### src/rtl/symbol_rx_deserializer_if.sv
`default_nettype none
// ---------------------------------------------------------------------------
// symbol_rx_deserializer_if : serial line in, checked symbol + status out
// Revision: 1.0
// ---------------------------------------------------------------------------
interface symbol_rx_deserializer_if;
  logic       rx;
  logic [6:0] sym;
  logic       sym_valid;
  logic       parity_err;
  logic       frame_err;
  logic [7:0] err_count;
  logic       busy;

  modport master (
    input  rx,
    output sym, sym_valid, parity_err, frame_err, err_count, busy
  );

  modport slave (
    output rx,
    input  sym, sym_valid, parity_err, frame_err, err_count, busy
  );
endinterface
`default_nettype wire

### src/rtl/symbol_rx_deserializer.sv
`default_nettype none
// ---------------------------------------------------------------------------
// symbol_rx_deserializer : 7-bit odd-parity serial receiver feeding the checker
// Revision: 1.0
// ---------------------------------------------------------------------------
module symbol_rx_deserializer #(
  parameter int CLKS_PER_BIT = 4
) (
  input  logic                      clk,
  input  logic                      reset,
  symbol_rx_deserializer_if.master  bus
);

  localparam int         HALF_BIT  = CLKS_PER_BIT / 2;
  localparam logic [7:0] HALF_LOAD = 8'(HALF_BIT - 1);
  localparam logic [7:0] BIT_LOAD  = 8'(CLKS_PER_BIT - 1);

  typedef enum logic [2:0] {
    S_IDLE   = 3'd0,
    S_START  = 3'd1,
    S_DATA   = 3'd2,
    S_PARITY = 3'd3,
    S_STOP   = 3'd4,
    S_BREAK  = 3'd5
  } state_t;

  state_t     state_q, state_d;
  logic       rx_meta_q, rx_meta_d;
  logic       rx_s_q, rx_s_d;
  logic [7:0] cyc_cnt_q, cyc_cnt_d;
  logic [2:0] bit_cnt_q, bit_cnt_d;
  logic [6:0] shift_q, shift_d;
  logic       parity_ok_q, parity_ok_d;
  logic [6:0] sym_q, sym_d;
  logic       sym_valid_q, sym_valid_d;
  logic       parity_err_q, parity_err_d;
  logic       frame_err_q, frame_err_d;
  logic [7:0] err_count_q, err_count_d;
  logic       busy_q, busy_d;
  logic       sample;
  logic       err_inc;

  always_comb begin
    state_d      = state_q;
    rx_meta_d    = bus.rx;
    rx_s_d       = rx_meta_q;
    cyc_cnt_d    = cyc_cnt_q;
    bit_cnt_d    = bit_cnt_q;
    shift_d      = shift_q;
    parity_ok_d  = parity_ok_q;
    sym_d        = sym_q;
    sym_valid_d  = 1'b0;
    parity_err_d = 1'b0;
    frame_err_d  = 1'b0;
    err_count_d  = err_count_q;
    err_inc      = 1'b0;
    sample       = (cyc_cnt_q == 8'd0);

    // Every bit-timed state counts down to a mid-bit sample, then reloads.
    if (state_q != S_IDLE && state_q != S_BREAK) begin
      cyc_cnt_d = sample ? BIT_LOAD : cyc_cnt_q - 8'd1;
    end

    case (state_q)
      S_IDLE: begin
        if (!rx_s_q) begin
          state_d   = S_START;
          cyc_cnt_d = HALF_LOAD;
        end
      end
      S_START: begin
        if (sample) begin
          state_d   = rx_s_q ? S_IDLE : S_DATA;
          bit_cnt_d = 3'd0;
        end
      end
      S_DATA: begin
        if (sample) begin
          shift_d = {shift_q[5:0], rx_s_q};
          if (bit_cnt_q == 3'd6) begin
            bit_cnt_d = 3'd0;
            state_d   = S_PARITY;
          end else begin
            bit_cnt_d = bit_cnt_q + 3'd1;
          end
        end
      end
      S_PARITY: begin
        if (sample) begin
          parity_ok_d = ^{shift_q, rx_s_q};
          state_d     = S_STOP;
        end
      end
      S_STOP: begin
        if (sample) begin
          if (!rx_s_q) begin
            frame_err_d = 1'b1;
            err_inc     = 1'b1;
            state_d     = S_BREAK;
          end else if (parity_ok_q) begin
            sym_d       = shift_q;
            sym_valid_d = 1'b1;
            state_d     = S_IDLE;
          end else begin
            parity_err_d = 1'b1;
            err_inc      = 1'b1;
            state_d      = S_IDLE;
          end
        end
      end
      S_BREAK: begin
        if (rx_s_q) begin
          state_d = S_IDLE;
        end
      end
      default: state_d = S_IDLE;
    endcase

    if (err_inc && err_count_q != 8'hFF) begin
      err_count_d = err_count_q + 8'd1;
    end

    busy_d = (state_d != S_IDLE);
  end

  always_ff @(posedge clk or posedge reset) begin
    if (reset) begin
      state_q      <= S_IDLE;
      rx_meta_q    <= 1'b1;
      rx_s_q       <= 1'b1;
      cyc_cnt_q    <= 8'd0;
      bit_cnt_q    <= 3'd0;
      shift_q      <= 7'd0;
      parity_ok_q  <= 1'b0;
      sym_q        <= 7'd0;
      sym_valid_q  <= 1'b0;
      parity_err_q <= 1'b0;
      frame_err_q  <= 1'b0;
      err_count_q  <= 8'd0;
      busy_q       <= 1'b0;
    end else begin
      state_q      <= state_d;
      rx_meta_q    <= rx_meta_d;
      rx_s_q       <= rx_s_d;
      cyc_cnt_q    <= cyc_cnt_d;
      bit_cnt_q    <= bit_cnt_d;
      shift_q      <= shift_d;
      parity_ok_q  <= parity_ok_d;
      sym_q        <= sym_d;
      sym_valid_q  <= sym_valid_d;
      parity_err_q <= parity_err_d;
      frame_err_q  <= frame_err_d;
      err_count_q  <= err_count_d;
      busy_q       <= busy_d;
    end
  end

  assign bus.sym        = sym_q;
  assign bus.sym_valid  = sym_valid_q;
  assign bus.parity_err = parity_err_q;
  assign bus.frame_err  = frame_err_q;
  assign bus.err_count  = err_count_q;
  assign bus.busy       = busy_q;

endmodule
`default_nettype wire

### src/flat_wrapper.sv
// flat-port wrapper written by rule: the top's interface ports become plain ports
module symbol_rx_deserializer_flat 
#(
  parameter int CLKS_PER_BIT = 4
)
  (clk, reset, bus_rx, bus_sym, bus_sym_valid, bus_parity_err, bus_frame_err, bus_err_count, bus_busy);
  symbol_rx_deserializer_if bus_i ();
  input  logic clk;
  input  logic reset;
  input wire logic [$bits(bus_i.rx)-1:0] bus_rx;
  output wire logic [$bits(bus_i.sym)-1:0] bus_sym;
  output wire logic [$bits(bus_i.sym_valid)-1:0] bus_sym_valid;
  output wire logic [$bits(bus_i.parity_err)-1:0] bus_parity_err;
  output wire logic [$bits(bus_i.frame_err)-1:0] bus_frame_err;
  output wire logic [$bits(bus_i.err_count)-1:0] bus_err_count;
  output wire logic [$bits(bus_i.busy)-1:0] bus_busy;
  assign bus_i.rx = bus_rx;
  assign bus_sym = bus_i.sym;
  assign bus_sym_valid = bus_i.sym_valid;
  assign bus_parity_err = bus_i.parity_err;
  assign bus_frame_err = bus_i.frame_err;
  assign bus_err_count = bus_i.err_count;
  assign bus_busy = bus_i.busy;
  symbol_rx_deserializer #(.CLKS_PER_BIT(CLKS_PER_BIT)) u_core (.clk(clk), .reset(reset), .bus(bus_i));
endmodule
### config.mk
export PLATFORM = sky130hd
export DESIGN_NAME = symbol_rx_deserializer_flat
export DESIGN_NICKNAME = d
export VERILOG_FILES = /design/src/rtl/symbol_rx_deserializer_if.sv /design/src/rtl/symbol_rx_deserializer.sv /design/src/flat_wrapper.sv
export SDC_FILE = /design/constraint.sdc
export NUM_CORES = 1
export LEC_CHECK = 0
export ABC_AREA = 1
export BUFFER_PORTS_ARGS = -buffer_cell sky130_fd_sc_hd__buf_4
export CORE_ASPECT_RATIO = 1.75
export CORE_UTILIZATION = 50
export CTS_BUF_LIST = sky130_fd_sc_hd__clkbuf_16
export DETAILED_ROUTE_END_ITERATION = 7
export HOLD_SLACK_MARGIN = 0.15
export PLACE_DENSITY = 0.73
export SYNTH_ARGS = -nofsm -noshare
export SYNTH_HDL_FRONTEND = slang
export SYNTH_SLANG_ARGS = --single-unit
### constraint.sdc
create_clock -name clk -period 2.2 [get_ports clk]
set_clock_uncertainty 0.1 [all_clocks]
set_input_delay 0.55 -clock clk [delete_from_list [all_inputs] [get_ports clk]]
set_output_delay 0.55 -clock clk [all_outputs]
set_load 0.02 [all_outputs]
---- Word-level counts from Yosys, hierarchy flattened ----
Cells that the tools add are included.
storage, ports and cells
  flip-flop bits (word level) ............. 43
  bits of input ports ..................... 3
  output and inout port bits .............. 19
operators by class
  add/sub/neg operators ................... 3
  equality and inequality tests ........... 10
  multiplexer cells ....................... 32
  reduce and logical (&&, ||, !) cells .... 12
operator list
  cell                   count
  $mux W3                11
  $mux W8                4
  $pmux W3 S6            1
  $mux W1                14
  $eq A3 B3 Y1 const B   3
  $add A8 B1 Y8 const B  1
  $logic_not A8 Y1       1
  $ne A8 B8 Y1 const B   1
  $reduce_xor A8 Y1      1
  $sub A8 B1 Y8 const B  1
  $eq A3 B2 Y1 const B   2
  $pmux W3 S2            1
  $reduce_bool A3 Y1     2
  $ne A2 B1 Y1 const B   2
  $reduce_and A2 Y1      2
  $reduce_and A4 Y1      1
  $add A3 B1 Y3 const B  1
  $eq A3 B1 Y1 const B   1
  $logic_not A3 Y1       1
  $ne A3 B3 Y1 const B   1
  $reduce_and A3 Y1      1
  $logic_and A1 B1 Y1    2
  $mux W2                1
  $reduce_bool A2 Y1     1

---- Longest topological paths before layout ----
Gate-level depths: netlist of run 1.
  depth after elaboration ................. 5
  mapped depth ............................ 10
  depth with buffers taken out ............ 10

---- Worst setup path after synthesis of run 1 ----
No wires, ideal clock.
  path type ............................... flip-flop to flip-flop
  start point ............................. register u_core.cyc_cnt_q[0]
  end point ............................... register u_core.err_count_q[2] (netlist: u_core.bus.err_count[2])
  arrival time ............................ 1.391 ns
  data required time ...................... 1.978 ns
  slack ................................... 0.587 ns
  stages on the path, launching flop included .. 10
  buffers on the path ..................... 2
  clock period less this slack ............ 1.613 ns
  cells stage by stage .................... dfrtp_1 -> inv_1 -> ha_1 -> nand3_2 -> nor2_4 -> buf_6 -> nand4_4 -> buf_6 -> nand2_1 -> o21ai_2
on the way
  longest elaborated chain between the ends .. 4
RTL lines
  item                      line                           text
  start: declaration        symbol_rx_deserializer.sv:30   logic [7:0] cyc_cnt_q, cyc_cnt_d;
  start signal: assignment  symbol_rx_deserializer.sv:145  cyc_cnt_q <= cyc_cnt_d;
  $logic_not A8 Y1          symbol_rx_deserializer.sv:57   sample = (cyc_cnt_q == 8'd0);
  $mux W1                   symbol_rx_deserializer.sv:95   if (sample) begin
  $mux W1                   symbol_rx_deserializer.sv:64   case (state_q)
  $logic_and A1 B1 Y1       symbol_rx_deserializer.sv:119  if (err_inc && err_count_q != 8'hFF) begin
  end signal: assignment    symbol_rx_deserializer.sv:153  err_count_q <= err_count_d;
  end: declaration          symbol_rx_deserializer.sv:38   logic [7:0] err_count_q, err_count_d;
No other way between the ends.
A chain may end at the register's enable or synchronous reset.

---- Worst setup path after layout of run 1 ----
  start point ............................. register u_core.cyc_cnt_q[0]
  end point ............................... register u_core.sym_q[0] (netlist: u_core.bus.sym[0])
on the way
  longest elaborated chain between the ends .. 2
RTL lines
  item                         line                           text
  $logic_not A8 Y1             symbol_rx_deserializer.sv:57
  $reduce_and A4 Y1 (no line)  n/a
  end signal: assignment       symbol_rx_deserializer.sv:149  sym_q <= sym_d;
  end: declaration             symbol_rx_deserializer.sv:34   logic [6:0] sym_q, sym_d;
No other way between the ends.

==> flow_metrics.env, run 1 <==
export IMPL_period_needed_ps=1788
export IMPL_grtUsageTotal=0.1932
export IMPL_startpoint_type="flop"
export IMPL_wl_per_cell_um=11.73
export IMPL_dr_total_vias=1627
export IMPL_fp_dieW_um=51.74
export IMPL_avgSynthCellArea_sq_um=8.763
export IMPL_total_power_mw=2.425
export IMPL_hold_viol=0
export IMPL_worst_r2r_setup_slack_ps=410
export IMPL_fin_crit_sh=0.8126
export IMPL_final_layout_size_suffix_gt1_frac=0.2226
export IMPL_cp_end_kind="flop"
export IMPL_h_tree_depth=2
export IMPL_cts_tree="done"
export IMPL_synth_cell_type_count=29
export IMPL_hold_path_class="in -> async"
export IMPL_multi_input_area_sq_um=903.4
export IMPL_timing_fmax_mhz=559.4
export IMPL_cts_sinks=43
export IMPL_grt_pass1_wl_um=6568
export IMPL_rr_endpoint="u_core.bus.sym[0]"
export IMPL_gr_total_overflow=0
export IMPL_tns_ps=0
export IMPL_hold_buffers=0
export IMPL_drc_errors=0
export IMPL_status="complete, no violations"
export IMPL_max_slew_margin_rel=0.5392
export IMPL_reg2reg_depth=9
export IMPL_synthCells=247
export IMPL_seq_area_frac_synth=0.4983
export IMPL_clockBufferDepth=2
export IMPL_worstMarginPinSlew_ps=686.9
export IMPL_cts_root_buf="clkbuf_16"
export IMPL_clock_latency_ps=280
export IMPL_ys_warn_count=0
export IMPL_drt_pass1_iterations=4
export IMPL_grt_setup_unrepaired="no"
export IMPL_antenna_cells=0
export IMPL_grt_pass1_vias=1534
export IMPL_clk_pin_slew_ps=60
export IMPL_slew_violations=0
export IMPL_p_leak_nw=1.182
export IMPL_die_area_sq_um=4606
export IMPL_ios=22
export IMPL_fillers=384
export IMPL_num_rows=31
export IMPL_cts_resized=0
export IMPL_peakVddDrop_v=0.0007513
export IMPL_fp_dieH_um=89.04
export IMPL_grt_max_degree=22
export IMPL_antenna_found_initial=0
export IMPL_routed_wl_um=3788
export IMPL_ys_flop_type="dfrtp_1"
export IMPL_finalSetupViolCount=0
export IMPL_reg2reg_from="u_core.cyc_cnt_q[0]"
export IMPL_drt_iter0_markers=47
export IMPL_cts_setup_buffers=0
export IMPL_drt_vias_per_instance=5.037
export IMPL_synth_nets=252
export IMPL_synth_edff_count=0
export IMPL_dp_hpwl_um=2737
export IMPL_numPortBuffers=21
export IMPL_max_cap_viol_count=0
export IMPL_start_util=0.5216
export IMPL_area_growth_pct=15.49
export IMPL_p_per_area_nw_per_um2=970.1
export IMPL_core_area_sq_um=4150
export IMPL_crit_type="reg -> reg"
export IMPL_synth_seq_cells=43
export IMPL_cp_arrival_ps=1850
export IMPL_postRouteAntennaNets=0
export IMPL_gp_congestion=0.7866
export IMPL_critPathMaxFanout=14
export IMPL_ys_async_sr_fraction=1.000
export IMPL_regArea_sq_um=1079
export IMPL_synthesis_area_sq_um=2165
export IMPL_cp_required_ps=2260
export IMPL_cts_made_buffers=5
export IMPL_nets=278
## flip-flops by register name (all words and copies together) (netlist names), 3 cells and up
name                  flops
u_core.state_q            3
u_core.shift_q            7
u_core.cyc_cnt_q          8
u_core.bus.sym            7
u_core.bus.err_count      8
u_core.bit_cnt_q          3
## layer usage
metal / global-route usage / wire (um)
met4: 0.08354 / 71
met3: 0.04082 / 93
met5: 0 / 0
met1: 0.2074 / 1529
met2: 0.3554 / 2094
## worst max path at each step
stage,end,cells after the start,startpoint
global route,u_core.bus.sym[6],10,u_core.cyc_cnt_q[0]
floorplan,u_core.bit_cnt_q[0],1,reset
CTS,u_core.bus.sym[0],9,u_core.cyc_cnt_q[0]
global placement,u_core.bus.busy,10,u_core.cyc_cnt_q[0]
finish,u_core.bus.sym[0],9,u_core.cyc_cnt_q[0]
detailed placement,u_core.bus.sym[0],9,u_core.cyc_cnt_q[0]
## per-stage QoR
| stage | cell area, sq um | std cells | util | setup WS (ps) | hold WS (ps) |
|---|---|---|---|---|---|
| floorplan | 2165 | 247 | - | 550.6 | 245.2 |
| detailed placement | 2362 | 315 | 0.5692 | 434.9 | 248.8 |
| global placement | 2362 | 315 | 0.5692 | 459.2 | 246.4 |
| CTS | 2500 | 323 | 0.6024 | 396.7 | 217.4 |
| finish | 2500 | 323 | 0.6024 | 412.3 | 194.3 |
| global route | 2500 | 323 | 0.6024 | 215.0 | 242.4 |
## worst max-delay path, stage by stage (launching register included)
cell and delay, ps:
dfrtp_1 370, inv_1 110, ha_1 190, nand3_2 100, nor2_4 160, inv_1 120
nor2_2 110, nand2_2 210, nand2_1 150, o21ai_2 60
## layout make-up
type                    instances  share of cell area
multi-input cells             162              0.3614
clock inverters                 3            0.005005
clock buffers                   5             0.05005
well taps                      49             0.02452
flip-flops and latches         43              0.4314
inverters                      37             0.05556
repair buffers                 24             0.07207
## cells by family (layout without fill, tap and decap cells)
group | after synthesis | in the layout | synth area share
adder cells (fa/ha/maj) | 2 | 2 | 0.01156
XOR/XNOR | 14 | 14 | 0.05665
buffers and inverters | 42 | 69 | 0.08439
AO/OA/AOI/OAI | 37 | 37 | 0.1127
AND/OR/NAND/NOR | 109 | 109 | 0.2364
flip-flops | 43 | 43 | 0.4983
## cells in the mapped netlist (3+ instances only)
cell	instances	share of area
o21ai_1	6	0.014
buf_6	3	0.016
nor2_2	5	0.014
nand2_1	48	0.083
dfrtp_1	41	0.47
nand2_2	5	0.014
nor3_1	7	0.016
o21ai_0	10	0.023
inv_1	34	0.059
nand3_1	13	0.030
inv_2	3	0.0052
o21ai_2	11	0.045
xnor2_1	13	0.053
nor2_1	22	0.038
a21oi_1	6	0.014
## power by group
| group | internal (mW) | switching, mW | total (mW) |
|---|---|---|---|
| Clock | 0.410 | 0.280 | 0.690 |
| Combinational | 0.257 | 0.456 | 0.713 |
| Sequential | 0.919 | 0.103 | 1.02 |
| Total | 1.59 | 0.839 | 2.43 |
## placed cells by master (no fill, tap or decap), drive strengths merged, types with 2 or more instances in the layout
| cell type | synthesis | layout |
|---|---|---|
| buf | 5 | 24 |
| xnor2 | 13 | 13 |
| o21ai | 27 | 27 |
| nand3 | 14 | 14 |
| clkinv | 0 | 2 |
| dfrtp | 41 | 41 |
| a21oi | 7 | 7 |
| nor2 | 29 | 29 |
| o31ai | 2 | 2 |
| clkbuf | 0 | 5 |
| nand4 | 3 | 3 |
| nor3 | 7 | 7 |
| nand2 | 53 | 53 |
| dfstp | 2 | 2 |
| ha | 2 | 2 |
| inv | 37 | 38 |
Note: power is estimated with default switching activity, not from simulation.
==> run 2, diff against run 1 <==
--- a/config.mk
+++ b/config.mk
@@ -5,14 +5,14 @@
 export SDC_FILE = /design/constraint.sdc
 export NUM_CORES = 1
 export LEC_CHECK = 0
-export ABC_AREA = 1
+export ABC_AREA = 0
 export BUFFER_PORTS_ARGS = -buffer_cell sky130_fd_sc_hd__buf_4
 export CORE_ASPECT_RATIO = 1.75
 export CORE_UTILIZATION = 50
 export CTS_BUF_LIST = sky130_fd_sc_hd__clkbuf_16
 export DETAILED_ROUTE_END_ITERATION = 7
 export HOLD_SLACK_MARGIN = 0.15
-export PLACE_DENSITY = 0.73
+export PLACE_DENSITY = 0.74
 export SYNTH_ARGS = -nofsm -noshare
 export SYNTH_HDL_FRONTEND = slang
 export SYNTH_SLANG_ARGS = --single-unit
==> constraint.sdc (replaced) <==
create_clock -name clk -period 1.7 [get_ports clk]
set_clock_uncertainty 0.1 [all_clocks]
set_input_delay 0.425 -clock clk [delete_from_list [all_inputs] [get_ports clk]]
set_output_delay 0.425 -clock clk [all_outputs]
set_load 0.02 [all_outputs]
==> flow_metrics.env, run 2 <==
export IMPL_cts_tree="done"
export IMPL_clk_pin_slew_ps=60
export IMPL_synthTopCellsByArea="dfrtp_1 50%, xor2_1 6.8%, mux2_4 5.1%"
export IMPL_critPathMaxFanout=8
export IMPL_seq_area_frac_synth=0.5224
export IMPL_ys_flop_type="dfrtp_1"
export IMPL_drc_errors=0
export IMPL_clock_latency_ps=290
export IMPL_fin_ws_ps=-165.6
export IMPL_dp_hpwl_um=3057
export IMPL_regArea_sq_um=1079
export IMPL_grt_pass1_vias=1708
export IMPL_cts_sinks=43
export IMPL_grt_max_degree=44
export IMPL_area_growth_pct=41.33
export IMPL_fp_dieH_um=87.01
export IMPL_routed_wl_um=5017
export IMPL_h_tree_depth=2
export IMPL_wl_per_cell_um=17.48
export IMPL_finalSetupViolCount=29
export IMPL_cts_made_buffers=5
export IMPL_gp_congestion=0.8173
export IMPL_postRouteAntennaNets=0
export IMPL_num_rows=30
export IMPL_numPortBuffers=21
export IMPL_mostFrequentLayoutCell="buf_4"
export IMPL_utilization=0.7474
export IMPL_avgSynthCellArea_sq_um=11.66
export IMPL_final_cell_mix="48 x buf_4, 41 x dfrtp_1, 15 x xor2_1, 15 x nor2_1"
export IMPL_crit_type="reg -> reg"
export IMPL_synth_cell_type_count=43
export IMPL_crit_chain="inv_2, ha_4, nor3b_4, buf_4, nand3_2, or2_4, mux2_4"
export IMPL_antenna_cells=0
export IMPL_max_slew_margin_rel=0.6859
export IMPL_synthesis_area_sq_um=2064
export IMPL_peakVddDrop_v=0.0008233
export IMPL_p_leak_nw=1.362
export IMPL_gr_total_overflow=0
export IMPL_placed_cell_area_sq_um=2467
export IMPL_ys_warn_count=0
export IMPL_antenna_found_initial=0
export IMPL_synth_top_area_frac=0.4970
export IMPL_worstMarginPinSlew_ps=467.6
export IMPL_fp_dieW_um=50.58
export IMPL_synth_top_cell_by_area="dfrtp_1"
export IMPL_tns_ps=-3056
export IMPL_die_area_sq_um=4400
export IMPL_cp_required_ps=1770
export IMPL_max_cap_viol_count=0
export IMPL_failed_checks="negative setup slack"
export IMPL_crit_slowest_cell="dfrtp_1"
export IMPL_drt_iter0_markers=37
export IMPL_final_layout_size_suffix_gt1_frac=0.4686
export IMPL_clockBufferDepth=2
export IMPL_status="finished, violations left"
export IMPL_max_stage_delay_ps=390
export IMPL_cp_end_kind="flop"
export IMPL_grt_setup_unrepaired="yes"
export IMPL_multi_input_area_sq_um=1117
export IMPL_nets=243
export IMPL_grtUsageTotal=0.2406
export IMPL_synth_nets=182
export IMPL_hold_path_class="reg -> reg"
export IMPL_slew_violations=0
export IMPL_cts_root_buf="clkbuf_16"
export IMPL_fin_crit_sh=1.097
export IMPL_synthTopCellsByCount="41 x dfrtp_1, 18 x nor2_1, 16 x xor2_1, 9 x nand2_1"
export IMPL_ys_async_sr_fraction=1.000
export IMPL_start_util=0.5288
export IMPL_synthCells=177
export IMPL_hold_viol=0
export IMPL_fillers=264
export IMPL_dr_total_vias=1577
export IMPL_drt_vias_per_instance=5.495
export IMPL_drt_pass1_iterations=4
export IMPL_synth_most_common_cell="dfrtp_1"
export IMPL_grt_pass1_wl_um=7852
export IMPL_fin_area_sq_um=2918
export IMPL_cp_arrival_ps=1930
export IMPL_core_area_sq_um=3904
export IMPL_holdWs_ps=261.8
export IMPL_ios=22
export IMPL_timing_fmax_mhz=536.0
export IMPL_synth_edff_count=0
export IMPL_p_per_area_nw_per_um2=1275
export IMPL_worst_r2r_setup_slack_ps=-170
export IMPL_synth_seq_cells=43
export IMPL_period_needed_ps=1866
export IMPL_startpoint_type="flop"
## run 2: critical path: cells and delay by family, from the launching register on
family / cells / cell delay [ps]
adders and majority gates: 1 / 120
buffers and inverters: 2 / 230
DFF: 1 / 390
muxes: 1 / 320
and+or+nand+nor: 3 / 580
## run 2: layout make-up
| class | count | share of cell area |
|---|---|---|
| flip-flops and latches | 43 | 0.3696 |
| clock inverters | 3 | 0.005575 |
| clock buffers | 5 | 0.04288 |
| inverters | 5 | 0.006432 |
| multi-input cells | 123 | 0.3829 |
| repair buffers | 60 | 0.1720 |
| well taps | 48 | 0.02058 |
## run 2: final timing paths
check                               startpoint  cells after the start                 endpoint
min                           u_core.rx_meta_q                      0            u_core.rx_s_q
min reg2reg                   u_core.rx_meta_q                      0            u_core.rx_s_q
max in group asynchronous                reset                      4            u_core.rx_s_q
max reg2reg                u_core.cyc_cnt_q[0]                      7        u_core.bus.sym[0]
max                        u_core.cyc_cnt_q[0]                      7        u_core.bus.sym[0]
min in group asynchronous                reset                      4  u_core.bus.err_count[7]
## run 2: power by group
part           switching [mW]  internal [mW]  leakage [nW]
Clock                   0.377          0.535        0.0710
Sequential              0.160           1.19         0.568
Combinational           0.743          0.718         0.724
## run 2: metal layers
layer  share of wire  GRT usage  vias to the layer above
li1                -          -                      740
met1            0.37     0.2549                      803
met2            0.59     0.4630                       22
met3           0.022    0.04014                       12
met4           0.021    0.08333                        0
met5               0          0                        -
## run 2: cells by family (layout without fill, tap and decap cells)
group | after synthesis | in the layout | share of synthesized area
AND/OR/NAND/NOR | 55 | 56 | 0.1545
multiplexers | 17 | 17 | 0.1048
flip-flops | 43 | 43 | 0.5224
XOR/XNOR | 22 | 22 | 0.09333
AO/OA/AOI/OAI | 26 | 26 | 0.08486
buffers and inverters | 12 | 73 | 0.02788
adder cells (fa/ha/maj) | 2 | 2 | 0.01212
## run 2: timing repair
action	4_1_cts	5_1_grt
hold buffers	2	0
hold endpoints to repair	42	0
setup buffers	11	5
cloned	0	1
endpoints found under the setup margin	31	35
resized for setup	19	18
pin swaps	15	12
## run 2: stage by stage
step	cells	worst slack (ps)	total power, mW
after floorplan	177	-200.6	2.018
after global placement	263	-253.2	2.373
after detailed placement	263	-307.5	2.447
after CTS	284	-143.9	3.537
after global routing	287	-241.3	3.923
final	287	-165.6	3.721
==> run 3, diff against run 2 <==
--- a/config.mk
+++ b/config.mk
@@ -13,6 +13,7 @@
 export DETAILED_ROUTE_END_ITERATION = 7
 export HOLD_SLACK_MARGIN = 0.15
 export PLACE_DENSITY = 0.74
+export SKIP_CTS_REPAIR_TIMING = 1
 export SYNTH_ARGS = -nofsm -noshare
 export SYNTH_HDL_FRONTEND = slang
 export SYNTH_SLANG_ARGS = --single-unit
==> flow_metrics.env, run 3 (same netlist as run 2, synthesis figures left out) <==
export IMPL_grt_setup_unrepaired="yes"
export IMPL_fp_dieW_um=50.58
export IMPL_hold_viol=0
export IMPL_failed_checks="negative setup slack"
export IMPL_cp_required_ps=1760
export IMPL_numPortBuffers=21
export IMPL_cts_made_buffers=5
export IMPL_h_tree_depth=2
export IMPL_worst_r2r_setup_slack_ps=-180
export IMPL_worstMarginPinSlew_ps=454.0
export IMPL_dp_hpwl_um=3057
export IMPL_cp_end_kind="flop"
export IMPL_drt_iter0_markers=30
export IMPL_clockBufferDepth=2
export IMPL_multi_input_area_sq_um=1050
export IMPL_fillers=276
export IMPL_peakVddDrop_v=0.0008746
export IMPL_clk_pin_slew_ps=60
export IMPL_cts_tree="done"
export IMPL_final_cell_mix="47 x buf_4, 41 x dfrtp_1, 15 x xor2_1, 15 x nor2_1"
export IMPL_max_cap_viol_count=0
export IMPL_clock_latency_ps=280
export IMPL_core_area_sq_um=3904
export IMPL_regArea_sq_um=1079
export IMPL_die_area_sq_um=4400
export IMPL_mostFrequentLayoutCell="buf_4"
export IMPL_routed_wl_um=4822
export IMPL_total_power_mw=3.602
export IMPL_grt_pass1_wl_um=7100
export IMPL_antenna_found_initial=0
export IMPL_fin_crit_sh=1.108
export IMPL_drt_vias_per_instance=5.521
export IMPL_num_rows=30
export IMPL_drt_pass1_iterations=4
export IMPL_critPathMaxFanout=6
export IMPL_start_util=0.5288
export IMPL_drc_errors=0
export IMPL_grtUsageTotal=0.2183
export IMPL_wl_per_cell_um=17.10
export IMPL_antenna_cells=0
export IMPL_max_slew_margin_rel=0.6970
export IMPL_gp_congestion=0.8173
export IMPL_period_needed_ps=1884
export IMPL_fin_ws_ps=-183.8
export IMPL_hold_path_class="reg -> reg"
export IMPL_utilization=0.7196
export IMPL_crit_type="reg -> reg"
export IMPL_cts_root_buf="clkbuf_16"
export IMPL_p_per_area_nw_per_um2=1282
export IMPL_cts_sinks=43
export IMPL_timing_fmax_mhz=530.8
export IMPL_area_growth_pct=36.06
export IMPL_startpoint_type="flop"
export IMPL_ios=22
export IMPL_slew_violations=0
export IMPL_postRouteAntennaNets=0
export IMPL_cp_arrival_ps=1950
export IMPL_holdWs_ps=259.6
export IMPL_status="finished, violations left"
export IMPL_finalSetupViolCount=33
export IMPL_nets=238
export IMPL_dp_slack_ps=-307.5
export IMPL_grt_pass1_vias=1596
export IMPL_p_leak_nw=1.347
export IMPL_final_layout_size_suffix_gt1_frac=0.4316
export IMPL_fp_dieH_um=87.01
export IMPL_grt_max_degree=44
export IMPL_gr_total_overflow=0
export IMPL_tns_ps=-3620
export IMPL_dr_total_vias=1557
run 3: routing by layer:
layer	part of all wire	GRT usage	up-vias
li1	-	-	731
met1	0.38	0.2179	774
met2	0.57	0.4097	38
met3	0.031	0.05236	14
met4	0.022	0.1035	0
met5	0	0	-
run 3: final cells by class:
class / instances / area share
Inverter: 5 / 0.006682
Timing Repair Buffer: 56 / 0.1639
Clock buffer: 5 / 0.04454
Sequential cell: 43 / 0.3840
Clock inverter: 3 / 0.005791
Multi-Input combinational cell: 122 / 0.3737
Tap cell: 48 / 0.02138
run 3: per-stage QoR:
stage,instance area [sq um],instances
finish,2809,282
detailed placement,2467,263
global placement,2467,263
CTS,2609,271
floorplan,2100,177
global route,2809,282
run 3: worst paths after layout:
| kind | startpoint | to | depth (start not counted) |
|---|---|---|---|
| min in group asynchronous | reset | u_core.bus.err_count[7] | 4 |
| worst min register to register | u_core.rx_meta_q | u_core.rx_s_q | 0 |
| worst max-delay path | u_core.cyc_cnt_q[0] | u_core.bus.err_count[1] | 7 |
| worst max register to register | u_core.cyc_cnt_q[0] | u_core.bus.err_count[1] | 7 |
| worst min-delay path | u_core.rx_meta_q | u_core.rx_s_q | 0 |
| max in group asynchronous | reset | u_core.rx_s_q | 4 |
run 3: critical path: stages, from the launching register on:
cell     delay, ps
dfrtp_1        390
inv_2           90
ha_4           150
nor3b_4        180
buf_6          150
nand4_4        210
nor2_4         180
mux2_4         310
run 3: where the power goes:
group | switching, mW | internal (mW) | leakage [nW]
sequential | 0.156 | 1.19 | 0.568
clock | 0.380 | 0.535 | 0.0710
combinational | 0.680 | 0.663 | 0.708
total | 1.22 | 2.39 | 1.35
